==> src/rtl/md_pkg.sv <==
`default_nettype none
// +--------------------------------------------------------------------------+
// | md_pkg : op encoding, FSM states and decode helpers for the HI/LO unit    |
// | Rev 1.0                                                                   |
// +--------------------------------------------------------------------------+
package md_pkg;

    localparam logic [2:0] OP_MULT  = 3'd0;
    localparam logic [2:0] OP_MULTU = 3'd1;
    localparam logic [2:0] OP_DIV   = 3'd2;
    localparam logic [2:0] OP_DIVU  = 3'd3;
    localparam logic [2:0] OP_MADD  = 3'd4;
    localparam logic [2:0] OP_MADDU = 3'd5;
    localparam logic [2:0] OP_MSUB  = 3'd6;
    localparam logic [2:0] OP_MSUBU = 3'd7;

    typedef logic [1:0] state_t;
    localparam state_t ST_IDLE = 2'd0;
    localparam state_t ST_MUL  = 2'd1;
    localparam state_t ST_DIV  = 2'd2;
    localparam state_t ST_FIX  = 2'd3;

    function automatic logic is_div(input logic [2:0] op);
        return (op == OP_DIV) || (op == OP_DIVU);
    endfunction

    // Even op codes are the signed variants.
    function automatic logic is_signed(input logic [2:0] op);
        return ~op[0];
    endfunction

    function automatic logic is_acc(input logic [2:0] op);
        return op[2];
    endfunction

    function automatic logic is_sub(input logic [2:0] op);
        return op[2] & op[1];
    endfunction

endpackage
`default_nettype wire

==> src/rtl/md_div_core.sv <==
`default_nettype none
// +--------------------------------------------------------------------------+
// | md_div_core : iterative restoring divider on unsigned magnitudes          |
// | Rev 1.0                                                                   |
// +--------------------------------------------------------------------------+
module md_div_core #(
    parameter int WIDTH = 32
) (
    input  logic             clk,
    input  logic             rst,
    input  logic             start,
    input  logic [WIDTH-1:0] dividend,
    input  logic [WIDTH-1:0] divisor,
    output logic [WIDTH-1:0] quotient,
    output logic [WIDTH-1:0] remainder,
    output logic             done
);

    localparam int CW = $clog2(WIDTH);

    logic [WIDTH-1:0]   r_rem;
    logic [WIDTH-1:0]   r_quo;
    logic [WIDTH-1:0]   r_dvs;
    logic [CW-1:0]      r_cnt;
    logic               r_run;
    logic               r_done;
    logic [2*WIDTH-1:0] w_first;
    logic [2*WIDTH-1:0] w_next;

    // One restoring step: shift the next dividend bit into the partial
    // remainder and subtract the divisor whenever it fits.
    function automatic logic [2*WIDTH-1:0] div_step(input logic [WIDTH-1:0] rem,
                                                    input logic [WIDTH-1:0] quo,
                                                    input logic [WIDTH-1:0] dvs);
        logic [WIDTH:0] sh;
        logic [WIDTH:0] diff;
        sh   = {rem, quo[WIDTH-1]};
        diff = sh - {1'b0, dvs};
        if (sh >= {1'b0, dvs})
            return {diff[WIDTH-1:0], quo[WIDTH-2:0], 1'b1};
        else
            return {sh[WIDTH-1:0], quo[WIDTH-2:0], 1'b0};
    endfunction

    // The load edge already performs the first step, so W steps finish W-1
    // edges after start.
    assign w_first = div_step('0, dividend, divisor);
    assign w_next  = div_step(r_rem, r_quo, r_dvs);

    always_ff @(posedge clk or posedge rst) begin
        if (rst) begin
            r_rem  <= '0;
            r_quo  <= '0;
            r_dvs  <= '0;
            r_cnt  <= '0;
            r_run  <= 1'b0;
            r_done <= 1'b0;
        end else begin
            r_done <= 1'b0;
            if (start) begin
                {r_rem, r_quo} <= w_first;
                r_dvs          <= divisor;
                r_cnt          <= CW'(WIDTH - 1);
                r_run          <= 1'b1;
            end else if (r_run) begin
                {r_rem, r_quo} <= w_next;
                r_cnt          <= r_cnt - CW'(1);
                if (r_cnt == CW'(1)) begin
                    r_run  <= 1'b0;
                    r_done <= 1'b1;
                end
            end
        end
    end

    assign quotient  = r_quo;
    assign remainder = r_rem;
    assign done      = r_done;

endmodule
`default_nettype wire

==> src/rtl/md_unit_iter.sv <==
`default_nettype none
// +--------------------------------------------------------------------------+
// | md_unit_iter : W-bit HI/LO multiply / MAC / iterative divide unit         |
// | Rev 1.0                                                                   |
// +--------------------------------------------------------------------------+
module md_unit_iter
    import md_pkg::*;
#(
    parameter int WIDTH      = 32,
    parameter int MUL_CYCLES = 5
) (
    input  logic             clk,
    input  logic             reset,
    input  logic [WIDTH-1:0] D1,
    input  logic [WIDTH-1:0] D2,
    input  logic             Start,
    input  logic [2:0]       Op,
    input  logic             WrHI,
    input  logic             WrLO,
    input  logic [WIDTH-1:0] WData,
    output logic             Busy,
    output logic             Done,
    output logic [WIDTH-1:0] HI,
    output logic [WIDTH-1:0] LO
);

    localparam int CW = $clog2(MUL_CYCLES + 1);

    state_t             r_state;
    logic [CW-1:0]      r_cnt;
    logic [WIDTH-1:0]   r_a;
    logic [WIDTH-1:0]   r_b;
    logic [2:0]         r_op;
    logic [WIDTH-1:0]   r_hi;
    logic [WIDTH-1:0]   r_lo;
    logic               r_done;

    logic               w_accept;
    logic               w_div_start;
    logic [WIDTH-1:0]   w_quo;
    logic [WIDTH-1:0]   w_rem;
    logic               w_div_done;
    logic [2*WIDTH-1:0] w_ext_a;
    logic [2*WIDTH-1:0] w_ext_b;
    logic [2*WIDTH-1:0] w_prod;
    logic [2*WIDTH-1:0] w_mul_res;
    logic               w_div0;
    logic               w_q_neg;
    logic               w_r_neg;
    logic [WIDTH-1:0]   w_fix_quo;
    logic [WIDTH-1:0]   w_fix_rem;

    function automatic logic [WIDTH-1:0] mag(input logic [WIDTH-1:0] x, input logic sgn);
        return (sgn && x[WIDTH-1]) ? -x : x;
    endfunction

    assign w_accept    = (r_state == ST_IDLE) && Start;
    assign w_div_start = w_accept && is_div(Op);

    md_div_core #(
        .WIDTH(WIDTH)
    ) u_div (
        .clk      (clk),
        .rst      (reset),
        .start    (w_div_start),
        .dividend (mag(D1, is_signed(Op))),
        .divisor  (mag(D2, is_signed(Op))),
        .quotient (w_quo),
        .remainder(w_rem),
        .done     (w_div_done)
    );

    // Sign/zero extension to 2W makes a single modulo-2^(2W) multiplier
    // serve both signed and unsigned variants.
    assign w_ext_a = is_signed(r_op) ? {{WIDTH{r_a[WIDTH-1]}}, r_a} : {{WIDTH{1'b0}}, r_a};
    assign w_ext_b = is_signed(r_op) ? {{WIDTH{r_b[WIDTH-1]}}, r_b} : {{WIDTH{1'b0}}, r_b};
    assign w_prod  = w_ext_a * w_ext_b;

    always_comb begin
        w_mul_res = w_prod;
        if (is_acc(r_op))
            w_mul_res = is_sub(r_op) ? ({r_hi, r_lo} - w_prod) : ({r_hi, r_lo} + w_prod);
    end

    assign w_div0    = (r_b == '0);
    assign w_q_neg   = is_signed(r_op) & (r_a[WIDTH-1] ^ r_b[WIDTH-1]);
    assign w_r_neg   = is_signed(r_op) & r_a[WIDTH-1];
    assign w_fix_quo = w_div0 ? '1  : (w_q_neg ? -w_quo : w_quo);
    assign w_fix_rem = w_div0 ? r_a : (w_r_neg ? -w_rem : w_rem);

    always_ff @(posedge clk or posedge reset) begin
        if (reset) begin
            r_state <= ST_IDLE;
            r_cnt   <= '0;
            r_a     <= '0;
            r_b     <= '0;
            r_op    <= OP_MULT;
            r_hi    <= '0;
            r_lo    <= '0;
            r_done  <= 1'b0;
        end else begin
            r_done <= 1'b0;
            case (r_state)
                ST_IDLE: begin
                    if (w_accept) begin
                        r_a     <= D1;
                        r_b     <= D2;
                        r_op    <= Op;
                        r_cnt   <= CW'(1);
                        r_state <= is_div(Op) ? ST_DIV : ST_MUL;
                    end else begin
                        if (WrHI) r_hi <= WData;
                        if (WrLO) r_lo <= WData;
                    end
                end
                ST_MUL: begin
                    if (r_cnt == CW'(MUL_CYCLES)) begin
                        {r_hi, r_lo} <= w_mul_res;
                        r_done       <= 1'b1;
                        r_state      <= ST_IDLE;
                    end else begin
                        r_cnt <= r_cnt + CW'(1);
                    end
                end
                ST_DIV: begin
                    if (w_div_done) r_state <= ST_FIX;
                end
                ST_FIX: begin
                    r_hi    <= w_fix_rem;
                    r_lo    <= w_fix_quo;
                    r_done  <= 1'b1;
                    r_state <= ST_IDLE;
                end
                default: r_state <= ST_IDLE;
            endcase
        end
    end

    assign Busy = (r_state != ST_IDLE);
    assign Done = r_done;
    assign HI   = r_hi;
    assign LO   = r_lo;

endmodule
`default_nettype wire

==> config.mk <==
export PLATFORM = sky130hd
export DESIGN_NAME = md_unit_iter
export DESIGN_NICKNAME = d
export VERILOG_FILES = /design/src/rtl/md_pkg.sv /design/src/rtl/md_div_core.sv /design/src/rtl/md_unit_iter.sv
export SDC_FILE = /design/constraint.sdc
export NUM_CORES = 2
export LEC_CHECK = 0
export ABC_AREA = 1
export CAP_MARGIN = 10
export CELL_PAD_IN_SITES_DETAIL_PLACEMENT = 1
export CELL_PAD_IN_SITES_GLOBAL_PLACEMENT = 2
export CORE_ASPECT_RATIO = 1.25
export CORE_UTILIZATION = 42
export CTS_CLUSTER_DIAMETER = 60
export DETAILED_ROUTE_END_ITERATION = 6
export PLACE_DENSITY_LB_ADDON = 0.1
export SYNTH_ARGS = -nofsm -noshare
export SYNTH_HDL_FRONTEND = slang
export SYNTH_SLANG_ARGS = --single-unit
==> constraint.sdc <==
create_clock -name clk -period 25.5 [get_ports clk]
set_input_delay 5.1 -clock clk [delete_from_list [all_inputs] [get_ports clk]]
set_output_delay 5.1 -clock clk [all_outputs]
set_load 0.01 [all_outputs]
After elaboration in Yosys (flattened, before gate mapping)
Index checks and enable logic that the tools add are counted.
- flip-flop bits (word level): 240
- bits of input ports: 104
- output and inout bits: 66
- add/sub/neg operators: 10
- multipliers: 1
- order comparisons: 2
- equality and inequality tests: 14
- multiplexer cells: 42
- bitwise operators: 6
- reductions and logical operators: 16
- operator list (cell ; number):
    2-to-1 mux 32 bit ; 16
    2-to-1 mux 64 bit ; 6
    one-hot mux 32 bit (3 select lines) ; 2
    negation 32 bit ; 4
    adder 64 bit ; 1
    multiplier 64 x 64 -> 64 bit ; 1
    subtractor 64 bit ; 1
    greater-or-equal comparator 33 x 32 -> 1 bit ; 1
    greater-or-equal comparator 1 x 32 -> 1 bit ; 1
    zero test 32 bit ; 1
    subtractor 1 x 32 -> 32 bit ; 1
    subtractor 32 bit ; 1
    inequality test 2 bit (second input constant) ; 6
    2-to-1 mux 5 bit ; 2
    2-to-1 mux 2 bit ; 4
    one-hot mux 2 bit (4 select lines) ; 1
    AND reduction 4 bit ; 2
    2-to-1 mux 1 bit ; 7
    == test 3 x 2 -> 1 bit (second input constant) ; 2
    2-to-1 mux 3 bit ; 2
    one-hot mux 3 bit (2 select lines) ; 1
    AND reduction 3 bit ; 2
    nonzero test 2 bit ; 3
    == test 5 x 1 -> 1 bit (second input constant) ; 1
    other kinds (15) ; 22

Longest topological paths before layout
- word-level depth: 7
- gate-level depth with buffers: 63
- depth with buffers taken out: 62

Cells and area by module
Synthesis repeated with hierarchy kept, for this count alone.
- cells, all modules: 9843
- area, all modules: 73401.6 µm²
- by module, submodules not included (module ; times used ; cells each ; area each (µm²) ; seq. area each (µm²)):
    md_unit_iter ; 1 ; 8743 ; 65999.5 ; 3428.3
    md_div_core ; 1 ; 1100 ; 7402.1 ; 2577.5

Least setup slack after synthesis
OpenSTA, ideal clock, no wires.
- kind: register to register
- start: register r_op[0]
- end: register r_hi[31], in the netlist HI[31]
- setup time: 0.122 ns
- arrival time: 10.691 ns
- slack: 14.686 ns
- cell stages (with the launch flop): 58
- clock period less this slack: 10.814 ns
- path through: dfrtp_1 clkbuf_1 nor2_1 clkbuf_1 clkbuf_1 nand2_1 fa_1 inv_1 fa_1 inv_1 fa_1 inv_1 fa_1 fa_1 inv_1 fa_1 inv_1 fa_1 (+22 left out) nand2_1 o21ai_0 ha_1 nand2_1 nor3_1 nand2_1 inv_1 nand2_1 o21ai_0 a21oi_1 inv_1 nand3_1 nand2_1 inv_1 nand2_1 nand3_1 nand2_1 a21oi_1
- longest elaborated chain between the ends: 7
- elaborated cells between the ends (all ways): 13
- RTL lines (what ; RTL line ; RTL):
    start: declaration ; md_unit_iter.sv:33 ; logic [2:0] r_op;
    start signal: assignment ; md_unit_iter.sv:108 ; r_op <= Op;
    2-to-1 mux 64 bit (on tied branches) ; md_unit_iter.sv:75, md_unit_iter.sv:76 ;
    multiplier 64 x 64 -> 64 bit ; md_unit_iter.sv:77 ; assign w_prod = w_ext_a * w_ext_b;
    adder 64 bit or subtractor 64 bit (tied branches) ; md_unit_iter.sv:82 ; w_mul_res = is_sub(r_op) ? ({r_hi, r_lo} - w_prod) : ({r_hi, r_lo} + w_prod);
    2-to-1 mux 64 bit ; md_unit_iter.sv:82 ;
    2-to-1 mux 64 bit ; md_unit_iter.sv:81 ; if (is_acc(r_op))
    2-to-1 mux 32 bit ; md_unit_iter.sv:117 ; if (r_cnt == CW'(MUL_CYCLES)) begin
    one-hot mux 32 bit (3 select lines) (*) ; md_unit_iter.sv:103 ; case (r_state)
    end signal: assignment ; md_unit_iter.sv:112 ; if (WrHI) r_hi <= WData;
    end signal: assignment ; md_unit_iter.sv:118 ; {r_hi, r_lo} <= w_mul_res;
    end signal: assignment ; md_unit_iter.sv:129 ; r_hi <= w_fix_rem;
    end: declaration ; md_unit_iter.sv:34 ; logic [WIDTH-1:0] r_hi;
Every way passes the cells marked *; elsewhere a longest branch is shown, timed or not. The select of a mux whose other input is x is not followed.
A chain may end at the register's enable or synchronous reset.

Worst setup path in the final report
- start: register r_a[23]
- end: register r_hi[29], in the netlist HI[29]
- longest elaborated chain between the ends: 7
- elaborated cells between the ends (all ways): 8
- RTL lines (what ; RTL line ; RTL):
    start: declaration ; md_unit_iter.sv:31 ; logic [WIDTH-1:0] r_a;
    start signal: assignment ; md_unit_iter.sv:95 ; r_a <= '0;
    start signal: assignment ; md_unit_iter.sv:106 ; r_a <= D1;
    2-to-1 mux 64 bit (*) ; md_unit_iter.sv:75 ; assign w_ext_a = is_signed(r_op) ? {{WIDTH{r_a[WIDTH-1]}}, r_a} : {{WIDTH{1'b0}}, r_a};
    multiplier 64 x 64 -> 64 bit (*) ; md_unit_iter.sv:77 ;
    adder 64 bit or subtractor 64 bit (tied branches) ; md_unit_iter.sv:82 ;
    2-to-1 mux 64 bit ; md_unit_iter.sv:82 ;
    2-to-1 mux 64 bit (*) ; md_unit_iter.sv:81 ;
    2-to-1 mux 32 bit (*) ; md_unit_iter.sv:117 ;
    one-hot mux 32 bit (3 select lines) (*) ; md_unit_iter.sv:103 ;
Marks and branches as above.

==> impl_metrics.toml <==
[status]
status = "complete, no violations"

[synthesis]
synth_edf_count = 0
async_reset_ff_frac = 1.000
synthCells = 9565
synth_most_common_cell = "inv_1"
ys_seq_area_frac = 0.08309
synth_top_cell_by_area = "fa_1"
ys_dominant_reg_cell = "dfrtp_1"
syn_nets = 11510
ys_top_cells_by_area = "fa_1, inv_1, nand2_1"
synth.ff_latch_count = 240
synthesis.area_mm2 = 0.07228
yosysTopAreaCellShare = 0.3975
synth_area_per_cell_um2 = 7.557
ys_warn_count = 0
yosysUniqueCellTypes = 70
synth_top_cells_by_count = "inv_1, nand2_1, fa_1"

[worst_setup_path]
worst_ep_required_time_ns = 25.98
critPathSlowestCell = "buf_4"
cp.arrival_ns = 14.06
max_stage_delay_ns = 0.68
timing.critical_path.mode_cell = "nand2_1"
reg2reg_slack_ns = 11.92
path_delay_family = "adder cells"
end_kind = "flop"
critPathBufInv = 8
critPathMaxFanout = 31
start_kind = "flop"
crit_type = "flop to flop"

[clocking]
cts_resized = 0
clk_pin_slew_ns = 0.07
cts_max_level = 2
clock-root-buffer = "clkbuf_16"
cts_setup_buffers = 0
postCtsHoldBufs = 0
cts_max_path_buffers = 3
clk_latency_ns = 0.61
numCtsBuffers = 35
cts_tree = "done"
cts_sinks = 240

[global_routing]
antenna_found_initial = 8
grt_pass1_wl_um = 447500
grt_max_degree = 97
overflow = 0
grt_usage = 0.3483
grt_pass1_vias = 69920

[drt]
drt_iter0_markers = 3634
wl_per_cell_um = 25.38
wl_um = 298200
antenna_left = 0
vias = 62834
drtPass1Iterations = 5
drcViolationCount = 0
vias_per_cell = 5.348

[sta]
finalClockSkew_ns = 0.03777
drv_slew = 0
fin_crit_sh = 0.5325
worst_slew_pin_slew_ns = 1.285
finalSetupViolations = 0
finalHoldViolations = 0
maxSlewHeadroom = 0.1344
setup-tns-final_ns = 0
fmax_mhz = 73.64
rsz0062_at_grt = "no"
period_minus_slack_ns = 13.58

[hold_path]
hp-class = "flop to flop"

[floorplan]
core_area_mm2 = 0.1702
die_area_mm2 = 0.1738
num_rows = 169
die_y_um = 465.8
start_util = 0.4246
io-pin-count = 170
die_w_um = 373.0

[layout]
syn2layout_area_growth_pct = 7.044
fin_area_mm2 = 0.07737
final_nets = 11438
drive_gt1_frac = 0.03047
fill_cells = 21157

[run]
drv_cap = 0

[place]
place_area_mm2 = 0.07616
hpwlAfterDp_um = 247700
portBuffers = 169
place_congestion = 1.001
==> sequential cells by signal, summed over array words and instances (netlist names) <==
signal,cells
Done,1
HI,32
LO,32
r_a,32
r_b,32
r_cnt,3
r_op,3
r_state,2
u_div.done,1
u_div.quotient,32
u_div.r_cnt,5
u_div.r_dvs,32
u_div.r_run,1
u_div.remainder,32
==> metal layers <==
| metal | part of all wire | wire length, um | global-route usage |
|---|---|---|---|
| met2 | 0.50 | 148200 | 0.6136 |
| met1 | 0.40 | 120000 | 0.4287 |
| met4 | 0.061 | 18290 | 0.1782 |
| met3 | 0.039 | 11670 | 0.02535 |
| met5 | 0 | 0 | 0 |
==> logic make-up (layout without fill, tap and decap cells) <==
family | count (synthesis) | in the layout | share of synthesized area
buffers and inverters | 3151 | 3105 | 0.1639
adder cells (fa/ha/maj) | 1841 | 1841 | 0.4677
AO/OA/AOI/OAI | 996 | 996 | 0.08083
XOR/XNOR | 212 | 212 | 0.02624
AND/OR/NAND/NOR | 3125 | 3125 | 0.1782
flip-flops | 240 | 240 | 0.08309
other | 0 | 6 | 0
==> worst paths after layout <==
path                                 start                 end  depth (start not counted)
worst max-delay path               r_a[23]              HI[29]                         50
worst min-delay path            u_div.done          r_state[1]                          1
worst max register to register     r_a[23]              HI[29]                         50
worst min register to register  u_div.done          r_state[1]                          1
max in group asynchronous            reset             r_op[0]                          4
min in group asynchronous            reset  u_div.quotient[25]                          2
==> metrics by stage <==
stage | hold slack (ns) | util | instances | worst slack [ns]
floorplan | 0.4368 | - | 9565 | 13.81
global placement | 0.4517 | 0.4474 | 11679 | 12.14
detailed placement | 0.4596 | 0.4474 | 11679 | 12.19
CTS | 0.4732 | 0.4544 | 11742 | 12.13
global route | 0.4760 | 0.4545 | 11744 | 11.29
finish | 0.4697 | 0.4545 | 11748 | 11.92
==> layout make-up <==
type,instances,area [um^2],area share
inverters,2769,10400,0.1344
multi-input cells,6174,54460,0.7039
clock buffers,46,997.2,0.01289
clock inverters,17,198.9,0.002571
repair buffers,273,2485,0.03212
well taps,2223,2781,0.03595
flip-flops and latches,240,6028,0.07792
diodes,6,15.01,0.0001941
==> cell usage in the layout, fill, tap and decap left out, types with 169 or more instances in the layout <==
cell	n
a21oi_1	306
clkdlybuf4s50_1	169
dfrtp_1	224
fa_1	1435
ha_1	406
inv_1	2751
nand2_1	2085
nand3_1	236
nor2_1	513
o21ai_0	325
Power is left out: the tool's default activity adds up to more than one toggle a clock period on the data nets, which glitch-free logic cannot reach.
